==> src/rtl/burst_pkg.sv <==
// Shared types, default sizing and helpers for the burst address generator.
// Latency: n/a (declarations only).
// Backpressure: n/a.
package burst_pkg;

    localparam int DEF_ADDR_WIDTH    = 10;
    localparam int DEF_STRIDE_LEN    = 4;
    localparam int DEF_MAX_BURST_LEN = 16;

    typedef enum logic [1:0] {
        FIXED = 2'b00,
        INCR  = 2'b01,
        WRAP  = 2'b10,
        RSVD  = 2'b11
    } burst_mode_e;

    typedef enum logic [1:0] {
        IDLE  = 2'b00,
        CHECK = 2'b01,
        BURST = 2'b10
    } state_e;

    // True for 1, 2, 4, 8 ...; zero is not a power of two.
    function automatic logic is_pow2(input logic [31:0] v);
        return (v != 32'd0) && ((v & (v - 32'd1)) == 32'd0);
    endfunction

endpackage

==> src/rtl/burst_addr_gen_if.sv <==
// Request and beat-address handshake bundle between controller, generator and SRAM port.
// Latency: n/a (wires only).
// Backpressure: valid/ready on both the request and the address stream.
interface burst_addr_gen_if #(
    parameter int ADDR_WIDTH    = burst_pkg::DEF_ADDR_WIDTH,
    parameter int STRIDE_LEN    = burst_pkg::DEF_STRIDE_LEN,
    parameter int MAX_BURST_LEN = burst_pkg::DEF_MAX_BURST_LEN
);
    localparam int LEN_WIDTH = $clog2(MAX_BURST_LEN) + 1;

    logic                  req_valid;
    logic                  req_ready;
    logic [ADDR_WIDTH-1:0] req_addr;
    logic [LEN_WIDTH-1:0]  req_len;
    logic [STRIDE_LEN-1:0] req_stride;
    logic [1:0]            req_mode;
    logic                  addr_valid;
    logic                  addr_ready;
    logic [ADDR_WIDTH-1:0] addr_out;
    logic                  addr_last;
    logic                  busy;
    logic                  err;

    // Generator side.
    modport slave (
        input  req_valid, req_addr, req_len, req_stride, req_mode, addr_ready,
        output req_ready, addr_valid, addr_out, addr_last, busy, err
    );

    // Controller / downstream side.
    modport master (
        output req_valid, req_addr, req_len, req_stride, req_mode, addr_ready,
        input  req_ready, addr_valid, addr_out, addr_last, busy, err
    );

endinterface

==> src/rtl/burst_addr_next.sv <==
// Combinational next-beat address for FIXED / INCR / WRAP bursts.
// Latency: zero cycles (pure logic).
// Backpressure: none; the caller decides when to take the result.
module burst_addr_next
    import burst_pkg::*;
#(
    parameter int ADDR_WIDTH    = DEF_ADDR_WIDTH,
    parameter int STRIDE_LEN    = DEF_STRIDE_LEN,
    parameter int MAX_BURST_LEN = DEF_MAX_BURST_LEN
) (
    input  burst_mode_e                       mode,
    input  logic [ADDR_WIDTH-1:0]             cur,
    input  logic [STRIDE_LEN-1:0]             stride,
    input  logic [$clog2(MAX_BURST_LEN):0]    len,
    output logic [ADDR_WIDTH-1:0]             next
);
    localparam int LEN_WIDTH = $clog2(MAX_BURST_LEN) + 1;
    // Window product must hold both len*stride and the 2^ADDR_WIDTH limit.
    localparam int PW = ((ADDR_WIDTH + 1) > (LEN_WIDTH + STRIDE_LEN)) ?
                        (ADDR_WIDTH + 1) : (LEN_WIDTH + STRIDE_LEN);
    localparam logic [PW-1:0] SPACE = PW'(1) << ADDR_WIDTH;

    logic [PW-1:0]         w_len_x;
    logic [PW-1:0]         w_stride_x;
    logic [PW-1:0]         w_win;
    logic [ADDR_WIDTH-1:0] w_sum;
    logic [ADDR_WIDTH-1:0] w_mask;

    assign w_len_x    = PW'(len);
    assign w_stride_x = PW'(stride);
    assign w_win      = w_len_x * w_stride_x;
    assign w_sum      = cur + ADDR_WIDTH'(stride);
    assign w_mask     = ADDR_WIDTH'(w_win - PW'(1));

    // Select the per-mode update; a window larger than the address space degrades to INCR.
    always_comb begin
        next = cur;
        case (mode)
            FIXED: next = cur;
            INCR:  next = w_sum;
            WRAP: begin
                if (w_win > SPACE) begin
                    next = w_sum;
                end else begin
                    next = (cur & ~w_mask) | (w_sum & w_mask);
                end
            end
            default: next = cur;
        endcase
    end

endmodule

==> src/rtl/burst_addr_gen.sv <==
// Burst address generator: one request in, one address per beat out (FIXED/INCR/WRAP).
// Latency: first beat valid 2 cycles after the request handshake; one idle cycle between bursts.
// Backpressure: beat outputs hold while addr_ready=0; req_ready only high in IDLE.
// Optional stats counters enabled by defining BURST_ADDR_GEN_STATS_EN.
module burst_addr_gen
    import burst_pkg::*;
#(
    parameter int ADDR_WIDTH    = DEF_ADDR_WIDTH,
    parameter int STRIDE_LEN    = DEF_STRIDE_LEN,
    parameter int MAX_BURST_LEN = DEF_MAX_BURST_LEN
) (
    input  logic        clk,
    input  logic        rstn,
`ifdef BURST_ADDR_GEN_STATS_EN
    input  logic        stat_clr,
    output logic [15:0] stat_bursts,
    output logic [15:0] stat_errors,
`endif
    burst_addr_gen_if.slave bus
);
    localparam int LEN_WIDTH = $clog2(MAX_BURST_LEN) + 1;

    state_e                r_state;
    state_e                w_state_nxt;
    logic [ADDR_WIDTH-1:0] r_start;
    logic [ADDR_WIDTH-1:0] r_addr;
    logic [LEN_WIDTH-1:0]  r_len;
    logic [LEN_WIDTH-1:0]  r_cnt;
    logic [STRIDE_LEN-1:0] r_stride;
    burst_mode_e           r_mode;

    logic                  w_accept;
    logic                  w_load;
    logic                  w_beat;
    logic                  w_err;
    logic                  w_illegal;
    logic                  w_last;
    logic [ADDR_WIDTH-1:0] w_next;

    // A latched request is rejected on bad length, reserved mode, or a non-power-of-two wrap window.
    assign w_illegal = (r_len == '0) ||
                       (r_len > LEN_WIDTH'(MAX_BURST_LEN)) ||
                       (r_mode == RSVD) ||
                       ((r_mode == WRAP) &&
                        (!is_pow2(32'(r_len)) || !is_pow2(32'(r_stride))));

    assign w_last = (r_state == BURST) && (r_cnt == '0);

    burst_addr_next #(
        .ADDR_WIDTH   (ADDR_WIDTH),
        .STRIDE_LEN   (STRIDE_LEN),
        .MAX_BURST_LEN(MAX_BURST_LEN)
    ) u_next (
        .mode  (r_mode),
        .cur   (r_addr),
        .stride(r_stride),
        .len   (r_len),
        .next  (w_next)
    );

    // State register.
    always_ff @(posedge clk or negedge rstn) begin
        if (!rstn) begin
            r_state <= IDLE;
        end else begin
            r_state <= w_state_nxt;
        end
    end

    // Next-state and handshake decode.
    always_comb begin
        w_state_nxt    = r_state;
        w_accept       = 1'b0;
        w_load         = 1'b0;
        w_beat         = 1'b0;
        w_err          = 1'b0;
        bus.req_ready  = 1'b0;
        bus.addr_valid = 1'b0;
        bus.busy       = 1'b0;
        case (r_state)
            IDLE: begin
                bus.req_ready = 1'b1;
                if (bus.req_valid) begin
                    w_accept    = 1'b1;
                    w_state_nxt = CHECK;
                end
            end
            CHECK: begin
                bus.busy = 1'b1;
                if (w_illegal) begin
                    w_err       = 1'b1;
                    w_state_nxt = IDLE;
                end else begin
                    w_load      = 1'b1;
                    w_state_nxt = BURST;
                end
            end
            BURST: begin
                bus.busy       = 1'b1;
                bus.addr_valid = 1'b1;
                if (bus.addr_ready) begin
                    w_beat = 1'b1;
                    if (r_cnt == '0) begin
                        w_state_nxt = IDLE;
                    end
                end
            end
            default: w_state_nxt = IDLE;
        endcase
    end

    // Request capture, beat address and remaining-beat counter.
    always_ff @(posedge clk or negedge rstn) begin
        if (!rstn) begin
            r_start  <= '0;
            r_addr   <= '0;
            r_len    <= '0;
            r_cnt    <= '0;
            r_stride <= '0;
            r_mode   <= FIXED;
        end else begin
            if (w_accept) begin
                r_start  <= bus.req_addr;
                r_len    <= bus.req_len;
                r_stride <= bus.req_stride;
                r_mode   <= burst_mode_e'(bus.req_mode);
            end
            if (w_load) begin
                r_addr <= r_start;
                r_cnt  <= r_len - LEN_WIDTH'(1);
            end else if (w_beat) begin
                r_addr <= w_next;
                r_cnt  <= r_cnt - LEN_WIDTH'(1);
            end
        end
    end

    assign bus.addr_out  = r_addr;
    assign bus.addr_last = w_last;
    assign bus.err       = w_err;

`ifdef BURST_ADDR_GEN_STATS_EN
    logic [15:0] r_stat_bursts;
    logic [15:0] r_stat_errors;

    // Saturating completion and error counters; a clear beats a same-cycle increment.
    always_ff @(posedge clk or negedge rstn) begin
        if (!rstn) begin
            r_stat_bursts <= '0;
            r_stat_errors <= '0;
        end else if (stat_clr) begin
            r_stat_bursts <= '0;
            r_stat_errors <= '0;
        end else begin
            if (w_beat && w_last && (r_stat_bursts != 16'hFFFF)) begin
                r_stat_bursts <= r_stat_bursts + 16'd1;
            end
            if (w_err && (r_stat_errors != 16'hFFFF)) begin
                r_stat_errors <= r_stat_errors + 16'd1;
            end
        end
    end

    assign stat_bursts = r_stat_bursts;
    assign stat_errors = r_stat_errors;
`endif

endmodule

==> src/flat_wrapper.sv <==
// flat-port wrapper written by rule: the top's interface ports become plain ports
module burst_addr_gen_flat import burst_pkg::*;
#(
    parameter int ADDR_WIDTH    = DEF_ADDR_WIDTH,
    parameter int STRIDE_LEN    = DEF_STRIDE_LEN,
    parameter int MAX_BURST_LEN = DEF_MAX_BURST_LEN
)
  (clk, rstn, bus_req_valid, bus_req_addr, bus_req_len, bus_req_stride, bus_req_mode, bus_addr_ready, bus_req_ready, bus_addr_valid, bus_addr_out, bus_addr_last, bus_busy, bus_err);
  burst_addr_gen_if #(.ADDR_WIDTH(ADDR_WIDTH), .STRIDE_LEN(STRIDE_LEN), .MAX_BURST_LEN(MAX_BURST_LEN)) bus_i ();
  input  logic clk;
  input  logic rstn;
  input wire logic [$bits(bus_i.req_valid)-1:0] bus_req_valid;
  input wire logic [$bits(bus_i.req_addr)-1:0] bus_req_addr;
  input wire logic [$bits(bus_i.req_len)-1:0] bus_req_len;
  input wire logic [$bits(bus_i.req_stride)-1:0] bus_req_stride;
  input wire logic [$bits(bus_i.req_mode)-1:0] bus_req_mode;
  input wire logic [$bits(bus_i.addr_ready)-1:0] bus_addr_ready;
  output wire logic [$bits(bus_i.req_ready)-1:0] bus_req_ready;
  output wire logic [$bits(bus_i.addr_valid)-1:0] bus_addr_valid;
  output wire logic [$bits(bus_i.addr_out)-1:0] bus_addr_out;
  output wire logic [$bits(bus_i.addr_last)-1:0] bus_addr_last;
  output wire logic [$bits(bus_i.busy)-1:0] bus_busy;
  output wire logic [$bits(bus_i.err)-1:0] bus_err;
  assign bus_i.req_valid = bus_req_valid;
  assign bus_i.req_addr = bus_req_addr;
  assign bus_i.req_len = bus_req_len;
  assign bus_i.req_stride = bus_req_stride;
  assign bus_i.req_mode = bus_req_mode;
  assign bus_i.addr_ready = bus_addr_ready;
  assign bus_req_ready = bus_i.req_ready;
  assign bus_addr_valid = bus_i.addr_valid;
  assign bus_addr_out = bus_i.addr_out;
  assign bus_addr_last = bus_i.addr_last;
  assign bus_busy = bus_i.busy;
  assign bus_err = bus_i.err;
  burst_addr_gen #(.ADDR_WIDTH(ADDR_WIDTH), .STRIDE_LEN(STRIDE_LEN), .MAX_BURST_LEN(MAX_BURST_LEN)) u_core (.clk(clk), .rstn(rstn), .bus(bus_i));
endmodule
==> config.mk <==
export PLATFORM = sky130hd
export DESIGN_NAME = burst_addr_gen_flat
export DESIGN_NICKNAME = d
export VERILOG_FILES = /design/src/rtl/burst_pkg.sv /design/src/rtl/burst_addr_gen_if.sv /design/src/rtl/burst_addr_next.sv /design/src/rtl/burst_addr_gen.sv /design/src/flat_wrapper.sv
export SDC_FILE = /design/constraint.sdc
export NUM_CORES = 1
export LEC_CHECK = 0
export CAP_MARGIN = 20
export CELL_PAD_IN_SITES_DETAIL_PLACEMENT = 0
export CELL_PAD_IN_SITES_GLOBAL_PLACEMENT = 1
export CORE_MARGIN = 2
export CORE_UTILIZATION = 33
export CTS_BUF_LIST = sky130_fd_sc_hd__clkbuf_8
export CTS_CLUSTER_DIAMETER = 40
export CTS_CLUSTER_SIZE = 25
export DETAILED_ROUTE_END_ITERATION = 6
export DONT_BUFFER_PORTS = 1
export PLACE_DENSITY_LB_ADDON = 0.1
export REMOVE_ABC_BUFFERS = 1
export SYNTH_ARGS = -nofsm -noshare
export SYNTH_HDL_FRONTEND = slang
export SYNTH_SLANG_ARGS = --single-unit
==> constraint.sdc <==
create_clock -name clk -period 5 [get_ports clk]
set_input_delay 0.5 -clock clk [delete_from_list [all_inputs] [get_ports clk]]
set_output_delay 0.5 -clock clk [all_outputs]
set_load 0.01 [all_outputs]
; ---- Yosys cells after proc, flatten, opt, wreduce, memory -nomap -nowiden
; Cells that the tools add are included.
[classes]
n_addsub = 6
n_mul = 1
n_lt_le_gt_ge = 2
n_eq_ne = 8
n_mux = 22
bitwise_logic = 6
n_reduce_logical = 22
[ops]
columns = op, n
row1 = zero test 32 bit, 2
row2 = bitwise AND 4 x 32 -> 32 bit, 1
row3 = bitwise AND 5 x 32 -> 32 bit, 1
row4 = two-way mux 10 bit, 3
row5 = bitwise AND 10 bit, 2
row6 = case mux 10 bit (2 select lines), 1
row7 = greater-than comparator 11 bit (second input constant), 1
row8 = two-way mux 1 bit, 11
row9 = adder 10 x 4 -> 10 bit, 1
row10 = zero test 5 bit, 2
row11 = two-way mux 5 bit, 2
row12 = inverter 10 bit, 1
row13 = bitwise OR 10 bit, 1
row14 = subtractor 10 x 1 -> 10 bit (second input constant), 1
row15 = subtractor 5 x 1 -> 5 bit (second input constant), 2
row16 = multiplier 5 x 4 -> 9 bit, 1
row17 = two-way mux 2 bit, 4
row18 = equality test 2 bit (second input constant), 3
row19 = != test 2 bit (second input constant), 3
row20 = case mux 2 bit (3 select lines), 1
row21 = subtractor 5 x 1 -> 6 bit (second input constant), 1
row22 = greater-than comparator 5 bit (second input constant), 1
row23 = nonzero test 5 bit, 1
row24 = subtractor 4 x 1 -> 5 bit (second input constant), 1
row25 = other kinds (11), 19
[totals]
reg_bits = 38
inputBits = 25
out_inout_bits = 15

; ---- Logic depth before layout (Yosys ltp)
; Gate-level depths: netlist of the first run.
[logic_depth]
word_depth = 12
ltp_mapped = 14

; ---- Modules after synthesis
; Synthesis of the first run repeated with hierarchy kept, for this count alone.
[hier_totals]
cells_unflattened = 336
area_unflattened_um2 = 3318.2
[by_module_without_submodules]
columns = mod, instances, cells_per_inst, area_per_inst_um2, seq_area_each_um2
row1 = burst_addr_gen, 1, 154, 1973.1, 950.9
row2 = burst_addr_next, 1, 182, 1345.0, 0.0

; ---- Least setup slack after synthesis of the first run
; OpenSTA, ideal clock, no wires.
[synth_timing]
kind = reg-to-reg
from = register u_core.r_len[0]
to = register with a tool-made name
setup_time_ns = 0.077
arrival_ns = 4.088
slack_ns = 0.835
stages_incl_launch_ff = 14
path_cell_list = dfrtp_1 -> clkbuf_1 -> nand2_1 -> fa_1 -> fa_1 -> inv_1 -> fa_1 -> a211oi_2 -> nor4b_1 -> or4_4 -> or4_1 -> a311o_1 -> xor2_1 -> a21oi_1
[synth_lines]
columns = item, line
row1 = start: declaration, burst_addr_gen.sv:27  ; logic [LEN_WIDTH-1:0] r_len;
row2 = start signal: assignment, burst_addr_gen.sv:124  ; r_len <= bus.req_len;

==> impl_metrics.toml, run 1 <==
[global_route]
grt_overflow = 0
grt_pass1_wl_mm = 11.2
grt_max_degree = 39
grt_usage = 0.149
grt_pass1_vias = 2111
antenna_found_initial = 0

[clock_tree]
cts_tree = "yes"
root_buffer = "clkbuf_8"
clk_latency_ns = 0.30
ctsHtreeMaxLevel = 2
clock_sinks = 38
cts.clk_slew.worst_paths_ns = 0.09
cts-buffers-inserted = 5
clockBufferDepth = 2

[synth]
synth_edf_count = 0
ys_ff_latch = 38
synth_top_cell_area_share = 0.335
synth.most_common_cell = "dfrtp_1"
synth-seq-area-share = 0.335
syn_area_sq_mm = 0.00284
synth.avg_cell_area_sq_um = 9.54
ys_async_sr_fraction = 1.00
ys_top_cells_by_area = "dfrtp_1, ha_1, mux2_2"
yosysWarnings = 0
syn_inst = 298
synth_common_cells = "dfrtp_1, a21oi_1, nor2_1, ha_1, mux2_2"
synth_ff_type = "dfrtp_1"
synthDistinctLibCells = 49
synth_top_area_cell = "dfrtp_1"

[die]
row_count = 33
dieArea_sq_mm = 0.00937
die_y_um = 96.8
pin_count = 40
die_x_um = 96.8
coreArea_sq_mm = 0.00830
start_util = 0.343

[cells_and_area]
diodes = 0
nets = 352
areaGrowthSynthToFinish_pct = 6.16
drive_above_1_share = 0.122

[timing]
rsz0062_at_grt = "false"
setup_viol = 0
worst_pin_slew_ns = 0.985
slew_headroom = 0.342
hold_violations = 0
finalMaxSlewViolations = 0
post-route-period-util = 0.869
fin_setup_tns_ns = 0
period_needed_ns = 4.34
finClkSkew_ns = 0.0102
fmax_mhz = 230

[placed_design]
io_buffers = 0
dp_hpwl_mm = 4.93
gp_congestion = 0.758

[worst_setup_path]
crit_arrival_ns = 4.56
worst_setup_path_start_kind = "flip-flop"
ff2ff_path_depth = 12
endpoint_kind = "flip-flop"
critPathLaunch = "u_core.r_len[0]"
r2r_start = "u_core.r_len[0]"
cp_max_fo = 10
ff2ff_setup_slack_ns = 0.66
path_class = "reg -> reg"
required_ns = 5.22

[routing]
antenna_left = 0
viasPerCell = 5.17
firstDrtPassIters = 4
drt_iter0_markers = 75
wl_mm = 6.52
vias = 2068
drc = 0
wl_per_cell_um = 16.3

[flow_run]
maxCapViolCount = 0

[hold_path]
min_path_type = "in -> async"

[run_status]
outcome = "complete, no violations"
-- what timing repair did --
| item | CTS | global route |
|---|---|---|
| endpoints found under the setup margin | 0 | 0 |
| hold buffers | 1 | 0 |
| buffers inserted | 0 | 0 |
| gates resized for setup | 0 | 0 |
| endpoints found under the hold margin | 38 | 0 |
-- cell usage in the layout, fill, tap and decap left out, types with 3 or more instances in the layout --
| cell | netlist | final |
|---|---|---|
| xor2_1 | 10 | 10 |
| mux2_2 | 22 | 22 |
| mux2i_1 | 4 | 4 |
| inv_1 | 17 | 18 |
| and2_1 | 14 | 14 |
| nor2b_1 | 5 | 5 |
| and3_1 | 3 | 3 |
| dfrtp_1 | 38 | 38 |
| nand3_1 | 4 | 4 |
| nor2_1 | 27 | 27 |
| o31ai_1 | 3 | 3 |
| o21ai_0 | 9 | 9 |
| xnor2_1 | 10 | 10 |
| ha_1 | 25 | 25 |
| nand2_1 | 21 | 21 |
| nand4_1 | 3 | 3 |
| a21oi_1 | 27 | 27 |
| fa_1 | 7 | 7 |
| clkbuf_8 | 0 | 5 |
-- worst max-delay path, stage by stage (launching register included) --
cell and delay (ns):
dfrtp_1 0.52, nand2_1 0.14, fa_1 0.52, fa_1 0.55
inv_1 0.07, fa_1 0.46, a211oi_2 0.33, nor4b_1 0.10
or4_4 0.56, or4_1 0.41, a311o_1 0.33, xor2_1 0.15
a21oi_1 0.14
-- cell type report --
type / instances / area (sq um)
multi-input combinational: 231 / 1760
tap: 105 / 131
clock buffer: 5 / 68.8
fill: 871 / 5280
sequential: 38 / 951
timing repair buffer: 2 / 27.5
inverter: 17 / 63.8
clock inverter: 2 / 11.3
-- logic make-up (layout without fill, tap and decap cells) --
| logic type | Yosys count | in the layout | share of synthesized area |
|---|---|---|---|
| fa+ha+maj | 32 | 32 | 0.159 |
| mux | 26 | 26 | 0.101 |
| buf+inv | 29 | 26 | 0.0449 |
| compound gates | 60 | 60 | 0.133 |
| xor+xnor | 20 | 20 | 0.0616 |
| simple gates | 93 | 93 | 0.165 |
| flops | 38 | 38 | 0.335 |
-- worst min-delay path by stage --
stage,endpoint,slack (ns),depth (start not counted)
after floorplan,asynchronous set/reset pin,0.20,0
after global placement,u_core.r_state[1],0.21,0
after detailed placement,u_core.r_state[1],0.21,0
after CTS,u_core.r_cnt[3],0.04,1
after global routing,u_core.r_cnt[0],0.04,1
final,u_core.r_cnt[0],0.03,1
-- through the flow --
| step | hold WS, ns | cells | setup WS (ns) | util | cell area [sq um] |
|---|---|---|---|---|---|
| final | 0.0348 | 400 | 0.656 | 0.364 | 3020 |
| after global routing | 0.0443 | 400 | 0.387 | 0.364 | 3020 |
| after CTS | 0.0443 | 400 | 0.659 | 0.364 | 3020 |
| after detailed placement | 0.206 | 392 | 0.687 | 0.352 | 2920 |
| after global placement | 0.205 | 392 | 0.728 | 0.352 | 2920 |
| after floorplan | 0.204 | 286 | 0.947 | - | 2780 |
-- routing by layer --
layer / wire length (um) / global-route usage / share of wire
met1: 3410 / 0.216 / 0.52
met2: 2860 / 0.228 / 0.44
met3: 187 / 0.0303 / 0.029
met4: 61 / 0.0325 / 0.0094
met5: 0 / 0 / 0
Power of run 1 is not shown: default switching activity piles up to over one toggle a cycle in this logic, so the estimate is an artifact.
==> run 2: changes to the inputs <==
==> constraint.sdc (replaced) <==
create_clock -name clk -period 4.87 [get_ports clk]
set_input_delay 0.487 -clock clk [delete_from_list [all_inputs] [get_ports clk]]
set_output_delay 0.487 -clock clk [all_outputs]
set_load 0.01 [all_outputs]
==> impl_metrics.toml, run 2 (synthesized netlist as in run 1, its figures left out) <==
[routing]
wl_mm = 6.51
viasPerCell = 5.19
antenna_left = 0
drt_iter0_markers = 64
drc = 0
wl_per_cell_um = 16.1
vias = 2101
firstDrtPassIters = 4

[timing]
hold_violations = 0
finClkSkew_ns = 0.00781
fmax_mhz = 233
period_needed_ns = 4.29
finalMaxSlewViolations = 0
rsz0062_at_grt = "false"
worst_pin_slew_ns = 0.982
slew_headroom = 0.344
setup_viol = 0
timing.hold.ws_ns = 0.0147
post-route-period-util = 0.881
fin_setup_tns_ns = 0
timing.final.ws_setup_ns = 0.578

[cells_and_area]
layout_common_cells = "dfrtp_1, nor2_1, a21oi_1, ha_1, mux2_2"
final_common_cell = "dfrtp_1"
fin_util = 0.369
fill_cells = 853
nets = 355
areaGrowthSynthToFinish_pct = 7.83
drive_above_1_share = 0.137

[worst_setup_path]
ff2ff_path_depth = 12
path_cells = "nand2_1 > fa_1 > fa_1 > inv_1 > fa_1 > a211oi_2 > nor4b_1 > or4_4 > or4_1 > a311o_1 > xor2_1 > a21oi_1"
cp_max_fo = 9
critPathLaunch = "u_core.r_stride[3]"
path_class = "reg -> reg"
critPathMaxStageDelay_ns = 0.55
cpMostUsedCell = "fa_1"
ff2ff_setup_slack_ns = 0.58
worst_setup_path_start_kind = "flip-flop"
r2r_start = "u_core.r_stride[3]"
endpoint_kind = "flip-flop"
required_ns = 5.09
crit_arrival_ns = 4.52
crit_path_top_delay_cell = "or4_4"

[die]
dieArea_sq_mm = 0.00937
coreArea_sq_mm = 0.00830
pin_count = 40
start_util = 0.343
die_y_um = 96.8
die_x_um = 96.8
row_count = 33

[clock_tree]
cts.clk_slew.worst_paths_ns = 0.09
clockBufferDepth = 2
clk_latency_ns = 0.30
postCtsHoldBufs = 1
root_buffer = "clkbuf_8"
ctsHtreeMaxLevel = 2
post_cts.repair.setup_buffers = 0
cts-buffers-inserted = 5
cts_tree = "yes"
clock_sinks = 38
cts_resized = 0

[placed_design]
pre_cts_ws_ns = 0.580
dp_hpwl_mm = 5.01
gp_congestion = 0.774
io_buffers = 0

[global_route]
grt_max_degree = 39
antenna_found_initial = 0
grt_usage = 0.150
grt_pass1_wl_mm = 11.3
grt_pass1_vias = 2189
grt_overflow = 0

[hold_path]
min_path_type = "in -> async"

[flow_run]
maxCapViolCount = 0

[run_status]
outcome = "complete, no violations"
==> run 2: cell count changes in the layout (fill, tap and decap cells not counted), sizes merged <==
cell | before | now
inv | 18 | 17
diode | 0 | 1
clkinv | 0 | 1
buf | 2 | 5
clkbuf | 5 | 6
==> run 2: worst max-delay path: cells and delay by family, from the launching register on <==
| family | cells | cell delay (ns) |
|---|---|---|
| XOR/XNOR | 1 | 0.14 |
| buffers and inverters | 1 | 0.07 |
| flip-flops | 1 | 0.49 |
| adder cells (fa/ha/maj) | 3 | 1.52 |
| AO/OA/AOI/OAI | 3 | 0.78 |
| AND/OR/NAND/NOR | 4 | 1.20 |
==> run 2: worst max-delay path by stage <==
stage / slack (ns) / to
final: 0.58 / flip-flop
after global routing: 0.37 / flip-flop
after CTS: 0.54 / flip-flop
after detailed placement: 0.58 / flip-flop
after global placement: 0.64 / flip-flop
after floorplan: 0.82 / flip-flop
==> run 2: metrics by stage <==
step                      instance area, sq um  std cells
after CTS                                 3060        404
final                                     3070        405
after detailed placement                  2940        395
after floorplan                           2780        286
after global placement                    2940        395
after global routing                      3060        404
==> run 2: routing by layer <==
layer | GRT usage | vias up | share of wire
met5 | 0 | - | 0
met4 | 0.0423 | 0 | 0.013
met3 | 0.0318 | 8 | 0.038
met2 | 0.227 | 33 | 0.44
met1 | 0.216 | 1017 | 0.51
li1 | - | 1043 | -
==> run 2: cell type report <==
cell class / instances / area [sq um] / area share
flip-flops and latches: 38 / 951 / 0.310
repair buffers: 5 / 57.6 / 0.0188
well taps: 105 / 131 / 0.0429
clock inverters: 2 / 12.5 / 0.00408
clock buffers: 6 / 82.6 / 0.0269
diodes: 1 / 2.50 / 0.000816
multi-input cells: 231 / 1760 / 0.576
inverters: 17 / 63.8 / 0.0208
Power of run 2 is left out for the same reason.
==> run 3: changes to the inputs <==
--- a/config.mk
+++ b/config.mk
@@ -5,13 +5,13 @@
 export SDC_FILE = /design/constraint.sdc
 export NUM_CORES = 1
 export LEC_CHECK = 0
+export ABC_CLOCK_PERIOD_IN_PS = 4870
 export CAP_MARGIN = 20
 export CELL_PAD_IN_SITES_DETAIL_PLACEMENT = 0
 export CELL_PAD_IN_SITES_GLOBAL_PLACEMENT = 1
 export CORE_MARGIN = 2
 export CORE_UTILIZATION = 33
 export CTS_BUF_LIST = sky130_fd_sc_hd__clkbuf_8
-export CTS_CLUSTER_DIAMETER = 40
 export CTS_CLUSTER_SIZE = 25
 export DETAILED_ROUTE_END_ITERATION = 6
 export DONT_BUFFER_PORTS = 1
==> results of run 3 <==
Same layout as run 2: the final DEF is identical, and so are final timing and power.
Power of run 3 is left out for the same reason.
